[config.mk]
export PLATFORM = sky130hd
export DESIGN_NAME = ex_stage
export DESIGN_NICKNAME = d
export VERILOG_FILES = /design/src/rtl/exec_pkg.sv /design/src/rtl/ex_stage_alu.sv /design/src/rtl/ex_stage.sv
export SDC_FILE = /design/constraint.sdc
export NUM_CORES = 1
export LEC_CHECK = 0
export ABC_AREA = 1
export CAP_MARGIN = 40
export CORE_ASPECT_RATIO = 1.1
export CORE_UTILIZATION = 46
export CTS_CLUSTER_SIZE = 16
export DETAILED_ROUTE_END_ITERATION = 6
export PLACE_DENSITY = 0.77
export SYNTH_ARGS = -nofsm -noshare
export SYNTH_HDL_FRONTEND = slang
export SYNTH_SLANG_ARGS = --single-unit
[constraint.sdc]
create_clock -name clk -period 7.3 [get_ports clk]
set_input_delay 1.46 -clock clk [delete_from_list [all_inputs] [get_ports clk]]
set_output_delay 1.46 -clock clk [all_outputs]
set_load 0.02 [all_outputs]
[src/rtl/exec_pkg.sv]
// Shared execute-stage constants: datapath widths, RV32I function codes and ALU op encoding.
package exec_pkg;

    localparam int XLEN   = 32;
    localparam int REG_AW = 5;

    localparam logic [6:0] FUNCT7_BASE = 7'b0000000;
    localparam logic [6:0] FUNCT7_ALT  = 7'b0100000;

    localparam logic [2:0] F3_ADD  = 3'b000;
    localparam logic [2:0] F3_SLL  = 3'b001;
    localparam logic [2:0] F3_SLT  = 3'b010;
    localparam logic [2:0] F3_SLTU = 3'b011;
    localparam logic [2:0] F3_XOR  = 3'b100;
    localparam logic [2:0] F3_SR   = 3'b101;
    localparam logic [2:0] F3_OR   = 3'b110;
    localparam logic [2:0] F3_AND  = 3'b111;

    typedef enum logic [3:0] {
        ALU_ADD,
        ALU_SUB,
        ALU_SLL,
        ALU_SLT,
        ALU_SLTU,
        ALU_XOR,
        ALU_SRL,
        ALU_SRA,
        ALU_OR,
        ALU_AND
    } alu_op_e;

endpackage

[src/rtl/ex_stage_alu.sv]
// Purely combinational RV32I integer ALU; wrap-around arithmetic, shift amount from b_i[4:0].
module ex_stage_alu
    import exec_pkg::*;
(
    input  alu_op_e          op_i,
    input  logic [XLEN-1:0]  a_i,
    input  logic [XLEN-1:0]  b_i,
    output logic [XLEN-1:0]  result_o
);

    logic [4:0] shamt;

    always_comb begin
        result_o = '0;
        shamt    = b_i[4:0];
        case (op_i)
            ALU_ADD:  result_o = a_i + b_i;
            ALU_SUB:  result_o = a_i - b_i;
            ALU_SLL:  result_o = a_i << shamt;
            ALU_SLT:  result_o = {{(XLEN-1){1'b0}}, ($signed(a_i) < $signed(b_i))};
            ALU_SLTU: result_o = {{(XLEN-1){1'b0}}, (a_i < b_i)};
            ALU_XOR:  result_o = a_i ^ b_i;
            ALU_SRL:  result_o = a_i >> shamt;
            ALU_SRA:  result_o = $unsigned($signed(a_i) >>> shamt);
            ALU_OR:   result_o = a_i | b_i;
            ALU_AND:  result_o = a_i & b_i;
            default:  result_o = '0;
        endcase
    end

endmodule

[src/rtl/ex_stage.sv]
// Two-register execute stage: S1 (ID/EX) feeds the ALU, S2 (EX/WB) holds the result,
// with forwarding from S2 back into S1 operands and valid/ready backpressure.
module ex_stage
    import exec_pkg::*;
(
    input  logic              clk,
    input  logic              rst,
    input  logic              flush,
    input  logic              in_valid,
    output logic              in_ready,
    input  logic [XLEN-1:0]   in_rs1_data,
    input  logic [XLEN-1:0]   in_rs2_data,
    input  logic [REG_AW-1:0] in_rs1_addr,
    input  logic [REG_AW-1:0] in_rs2_addr,
    input  logic [XLEN-1:0]   in_imm,
    input  logic              in_use_imm,
    input  logic [6:0]        in_funct7,
    input  logic [2:0]        in_funct3,
    input  logic [REG_AW-1:0] in_rd,
    input  logic              in_wen,
    output logic              out_valid,
    input  logic              out_ready,
    output logic [XLEN-1:0]   out_result,
    output logic [REG_AW-1:0] out_rd,
    output logic              out_wen,
    output logic              out_illegal
);

    logic              s1_valid_q, s1_valid_d;
    logic [XLEN-1:0]   s1_rs1_data_q, s1_rs2_data_q, s1_imm_q;
    logic [REG_AW-1:0] s1_rs1_addr_q, s1_rs2_addr_q, s1_rd_q;
    logic              s1_use_imm_q, s1_wen_q;
    logic [6:0]        s1_funct7_q;
    logic [2:0]        s1_funct3_q;

    logic              s2_valid_q, s2_valid_d;
    logic [XLEN-1:0]   s2_result_q;
    logic [REG_AW-1:0] s2_rd_q;
    logic              s2_wen_q, s2_illegal_q;

    logic              s2_load, accept, fwd_ok, legal;
    logic [6:0]        funct7_eff;
    alu_op_e           alu_op;
    logic [XLEN-1:0]   op_a, op_b, alu_result;

    assign s2_load  = s1_valid_q && (!s2_valid_q || out_ready);
    // rst is folded in so in_ready stays low for the whole reset interval
    assign in_ready = !rst && !flush && (!s1_valid_q || s2_load);
    assign accept   = in_valid && in_ready;

    // ---------------- operand select and forwarding ----------------
    assign fwd_ok = s2_valid_q && s2_wen_q && (s2_rd_q != '0);

    always_comb begin
        op_a = s1_rs1_data_q;
        op_b = s1_use_imm_q ? s1_imm_q : s1_rs2_data_q;
        if (fwd_ok && (s2_rd_q == s1_rs1_addr_q)) begin
            op_a = s2_result_q;
        end
        if (fwd_ok && !s1_use_imm_q && (s2_rd_q == s1_rs2_addr_q)) begin
            op_b = s2_result_q;
        end
    end

    // ---------------- function decode and legality ----------------
    always_comb begin
        funct7_eff = s1_funct7_q;
        legal      = 1'b1;
        alu_op     = ALU_ADD;
        // I-type immediates reuse the funct7 bits; only SRLI/SRAI carry a real funct7
        if (s1_use_imm_q && (s1_funct3_q != F3_SR)) begin
            funct7_eff = FUNCT7_BASE;
        end
        if (funct7_eff == FUNCT7_BASE) begin
            case (s1_funct3_q)
                F3_ADD:  alu_op = ALU_ADD;
                F3_SLL:  alu_op = ALU_SLL;
                F3_SLT:  alu_op = ALU_SLT;
                F3_SLTU: alu_op = ALU_SLTU;
                F3_XOR:  alu_op = ALU_XOR;
                F3_SR:   alu_op = ALU_SRL;
                F3_OR:   alu_op = ALU_OR;
                F3_AND:  alu_op = ALU_AND;
                default: alu_op = ALU_ADD;
            endcase
        end else if (funct7_eff == FUNCT7_ALT) begin
            case (s1_funct3_q)
                F3_ADD:  alu_op = ALU_SUB;
                F3_SR:   alu_op = ALU_SRA;
                default: legal  = 1'b0;
            endcase
        end else begin
            legal = 1'b0;
        end
    end

    ex_stage_alu u_alu (
        .op_i     (alu_op),
        .a_i      (op_a),
        .b_i      (op_b),
        .result_o (alu_result)
    );

    // ---------------- S1 register ----------------
    always_comb begin
        s1_valid_d = s1_valid_q;
        if (flush) begin
            s1_valid_d = 1'b0;
        end else if (accept) begin
            s1_valid_d = 1'b1;
        end else if (s2_load) begin
            s1_valid_d = 1'b0;
        end
    end

    always_ff @(posedge clk or posedge rst) begin
        if (rst) begin
            s1_valid_q    <= 1'b0;
            s1_rs1_data_q <= '0;
            s1_rs2_data_q <= '0;
            s1_rs1_addr_q <= '0;
            s1_rs2_addr_q <= '0;
            s1_imm_q      <= '0;
            s1_use_imm_q  <= 1'b0;
            s1_funct7_q   <= '0;
            s1_funct3_q   <= '0;
            s1_rd_q       <= '0;
            s1_wen_q      <= 1'b0;
        end else begin
            s1_valid_q <= s1_valid_d;
            if (accept) begin
                s1_rs1_data_q <= in_rs1_data;
                s1_rs2_data_q <= in_rs2_data;
                s1_rs1_addr_q <= in_rs1_addr;
                s1_rs2_addr_q <= in_rs2_addr;
                s1_imm_q      <= in_imm;
                s1_use_imm_q  <= in_use_imm;
                s1_funct7_q   <= in_funct7;
                s1_funct3_q   <= in_funct3;
                s1_rd_q       <= in_rd;
                s1_wen_q      <= in_wen;
            end
        end
    end

    // ---------------- S2 register (unaffected by flush) ----------------
    always_comb begin
        s2_valid_d = s2_valid_q;
        if (s2_load) begin
            s2_valid_d = 1'b1;
        end else if (out_ready) begin
            s2_valid_d = 1'b0;
        end
    end

    always_ff @(posedge clk or posedge rst) begin
        if (rst) begin
            s2_valid_q   <= 1'b0;
            s2_result_q  <= '0;
            s2_rd_q      <= '0;
            s2_wen_q     <= 1'b0;
            s2_illegal_q <= 1'b0;
        end else begin
            s2_valid_q <= s2_valid_d;
            if (s2_load) begin
                s2_result_q  <= legal ? alu_result : '0;
                s2_rd_q      <= s1_rd_q;
                s2_wen_q     <= s1_wen_q && legal;
                s2_illegal_q <= !legal;
            end
        end
    end

    assign out_valid   = s2_valid_q;
    assign out_result  = s2_result_q;
    assign out_rd      = s2_rd_q;
    assign out_wen     = s2_wen_q;
    assign out_illegal = s2_illegal_q;

endmodule
==> results.sh <==
export IMPL_r2r_slack_ps=970
export IMPL_cts_max_level=4
export IMPL_holdWs_ps=492
export IMPL_layout_drive_gt1_share_pct=5.85
export IMPL_setup_ws_ps=966
export IMPL_violations="DRC"
export IMPL_io_pins=169
export IMPL_drv_slew=0
export IMPL_dieArea_mm2=0.0391
export IMPL_cts_buffer_depth=2
export IMPL_synth_area_top_cells="dfrtp_1, nand2_1, nand3_1"
export IMPL_finClkSkew_ps=9.73
export IMPL_synth_net_count=3151
export IMPL_initial_utilization_pct=47.1
export IMPL_antenna_found_initial=2
export IMPL_path_clk_slew_ps=70
export IMPL_synth_cell_types=49
export IMPL_cts_made_buffers=17
export IMPL_row_count=74
export IMPL_ir_worst_vdd_mv=0.205
export IMPL_final_common_cell="nand2_1"
export IMPL_min_period_over_period_pct=86.8
export IMPL_drc=4
export IMPL_synth_top_area_share_pct=23.3
export IMPL_avgSynthCellArea_um2=6.04
export IMPL_yosys_warnings=0
export IMPL_postCtsHoldBufs=0
export IMPL_post_cts_setup_buffer_count=0
export IMPL_hold_viol=0
export IMPL_synthFlopType="dfrtp_1"
export IMPL_finalNonFillerCells=3501
export IMPL_track_usage_pct=43.4
export IMPL_hp_start="s1_rd_q[1]$_DFFE_PP0P_"
export IMPL_crit_path_start="out_rd[0]$_DFFE_PP0P_"
export IMPL_fin_tns_setup_ps=0
export IMPL_drt_iter0_drc=2555
export IMPL_hpwl_mm=66.5
export IMPL_power_density_mw_per_mm2=352
export IMPL_yosys_register_bits=164
export IMPL_syn_to_final_growth_pct=13.8
export IMPL_status="finished with violations"
export IMPL_grt_pass1_wl_mm=127
export IMPL_finalSetupViolations=0
export IMPL_synth_edf_count=0
export IMPL_placedCellCount=3468
export IMPL_grt_max_degree=201
export IMPL_hp_class="reg2reg"
export IMPL_grt_pass1_vias=20100
export IMPL_vias=21000
export IMPL_fmax_mhz=158
export IMPL_period_needed_ps=6330
export IMPL_finish_utilization_pct=53.6
export IMPL_critPathRequiredTime_ps=7630
export IMPL_routed_wl_mm=85.5
export IMPL_cts_tree="done"
export IMPL_diodes=0
export IMPL_core_area_mm2=0.0374
export IMPL_cp_data_arrival_time_ps=6660
export IMPL_synth_cells=2917
export IMPL_syn_cell_area_mm2=0.0176
export IMPL_insertion_delay_ps=450
export IMPL_yosysTopAreaCell="dfrtp_1"
export IMPL_worstMarginPinSlew_ps=1030
export IMPL_port_buffer_count=168
export IMPL_yosysSeqAreaShare_pct=23.3
export IMPL_clock_sinks=164
export IMPL_die_h_um=207
export IMPL_final_cell_mix="nand2_1, nand3_1, inv_1, nor2_1, a21oi_1"
export IMPL_critPathMaxFanout=47
export IMPL_slew_headroom_pct=30.9
export IMPL_dr_pass1_iters=7
export IMPL_place_congestion=1.12
export IMPL_end_kind="flop"
export IMPL_wl_per_cell_um=24.4
export IMPL_drv_cap=0
export IMPL_dp_slack_ps=1300
export IMPL_postRouteAntennaNets=0
export IMPL_rsz0062_at_grt="no"
export IMPL_p_leak_nw=10.2
export IMPL_nets=3228
export IMPL_async_reset_ff_share_pct=100
export IMPL_cts_root_buf="clkbuf_16"
export IMPL_avgViaCountPerCell=6.00
export IMPL_post_cts_resize_count=0
export IMPL_reg2reg_from="out_rd[0]$_DFFE_PP0P_"
export IMPL_worstSetupStartpointType="flop"
export IMPL_die_w_um=189
export IMPL_worst_setup_path_type="reg2reg"
export IMPL_grt_overflow_total=0
-- metal layers --
layer,vias to the layer above,global-route usage (%),routed length (µm)
met5,-,0,22
met4,2,28.7,6410
met3,290,10.1,9270
met2,1434,65.5,36600
met1,9704,55.1,33200
li1,9559,-,-
-- where the power goes --
| group | total (mW) | switching, mW | internal (mW) |
|---|---|---|---|
| clock | 0.905 | 0.427 | 0.478 |
| combinational | 4.85 | 3.47 | 1.38 |
| sequential | 1.31 | 0.207 | 1.11 |
-- path summary, 6_finish.rpt --
check                                                     to  cells past startpoint
worst max-delay path              out_result[13]$_DFFE_PP0P_                     18
worst min-delay path                   out_rd[1]$_DFFE_PP0P_                      2
worst max register to register    out_result[13]$_DFFE_PP0P_                     18
worst min register to register         out_rd[1]$_DFFE_PP0P_                      2
max in group asynchronous       s1_rs2_addr_q[4]$_DFFE_PP0P_                      4
min in group asynchronous           s1_imm_q[28]$_DFFE_PP0P_                      2
-- cells in the mapped netlist, types with 5 or more instances --
cell type and number:
nand2_1 861, nand3_1 418, inv_1 342, nor2_1 280
a21oi_1 189, dfrtp_1 164, o21ai_0 132, ha_1 104
clkbuf_1 51, buf_2 49, mux2_2 47, o211ai_1 34
nor3_1 29, nand4_1 28, o21ai_1 22, buf_4 16
nand2_2 13, xor2_1 13, buf_1 12, buf_6 12
nand3_2 11, o22ai_1 10, o21bai_1 8, inv_2 7
or2_2 7, a31oi_1 6, nand3b_1 6, nor2_4 6
o21ai_2 5
-- state kept, by name (all words and copies together), names as in the netlist --
register,flops
s1_funct7_q,7
s1_rd_q,5
out_result,32
out_illegal,1
s1_funct3_q,3
s1_valid_q,1
s1_imm_q,32
out_wen,1
s1_rs2_addr_q,5
s1_use_imm_q,1
s1_rs2_data_q,32
s1_wen_q,1
s1_rs1_addr_q,5
out_valid,1
out_rd,5
s1_rs1_data_q,32
-- area by class of cell --
cell class | count | area, µm²
Clock buffer | 17 | 425
Inverter | 352 | 1330
Tap cell | 494 | 618
Clock inverter | 15 | 146
Sequential cell | 164 | 4110
Timing Repair Buffer | 198 | 1950
Multi-Input combinational cell | 2261 | 11500
Fill cell | 3872 | 17300
-- cells by family after synthesis --
group                    synth area share [%]
adder cells (fa/ha/maj)                  7.61
multiplexers                             3.00
AND/OR/NAND/NOR                          40.7
AO/OA/AOI/OAI                            13.0
XOR/XNOR                                0.696
buffers and inverters                    11.7
flip-flops                               23.3
-- stage by stage --
stage               power (mW)  cell area (µm²)
floorplan                 4.25            17600
global placement          5.94            19400
detailed placement        5.94            19500
CTS                       6.86            20100
global route              7.44            20100
finish                    7.07            20100
-- critical path, stage by stage (launching register included) --
cell,delay [ps]
dfrtp_1,470
nor2_1,90
nand3_1,70
nand2_1,70
inv_2,590
nand3_4,630
buf_4,410
o21ai_4,520
ha_1,420
nor2_1,240
nand3_1,100
o21ai_0,670
a21oi_1,220
xor2_1,190
o21ai_0,160
nor3_1,650
nand3_1,330
o21ai_1,290
nand2_1,80
Note: power is estimated with default switching activity, not from simulation.
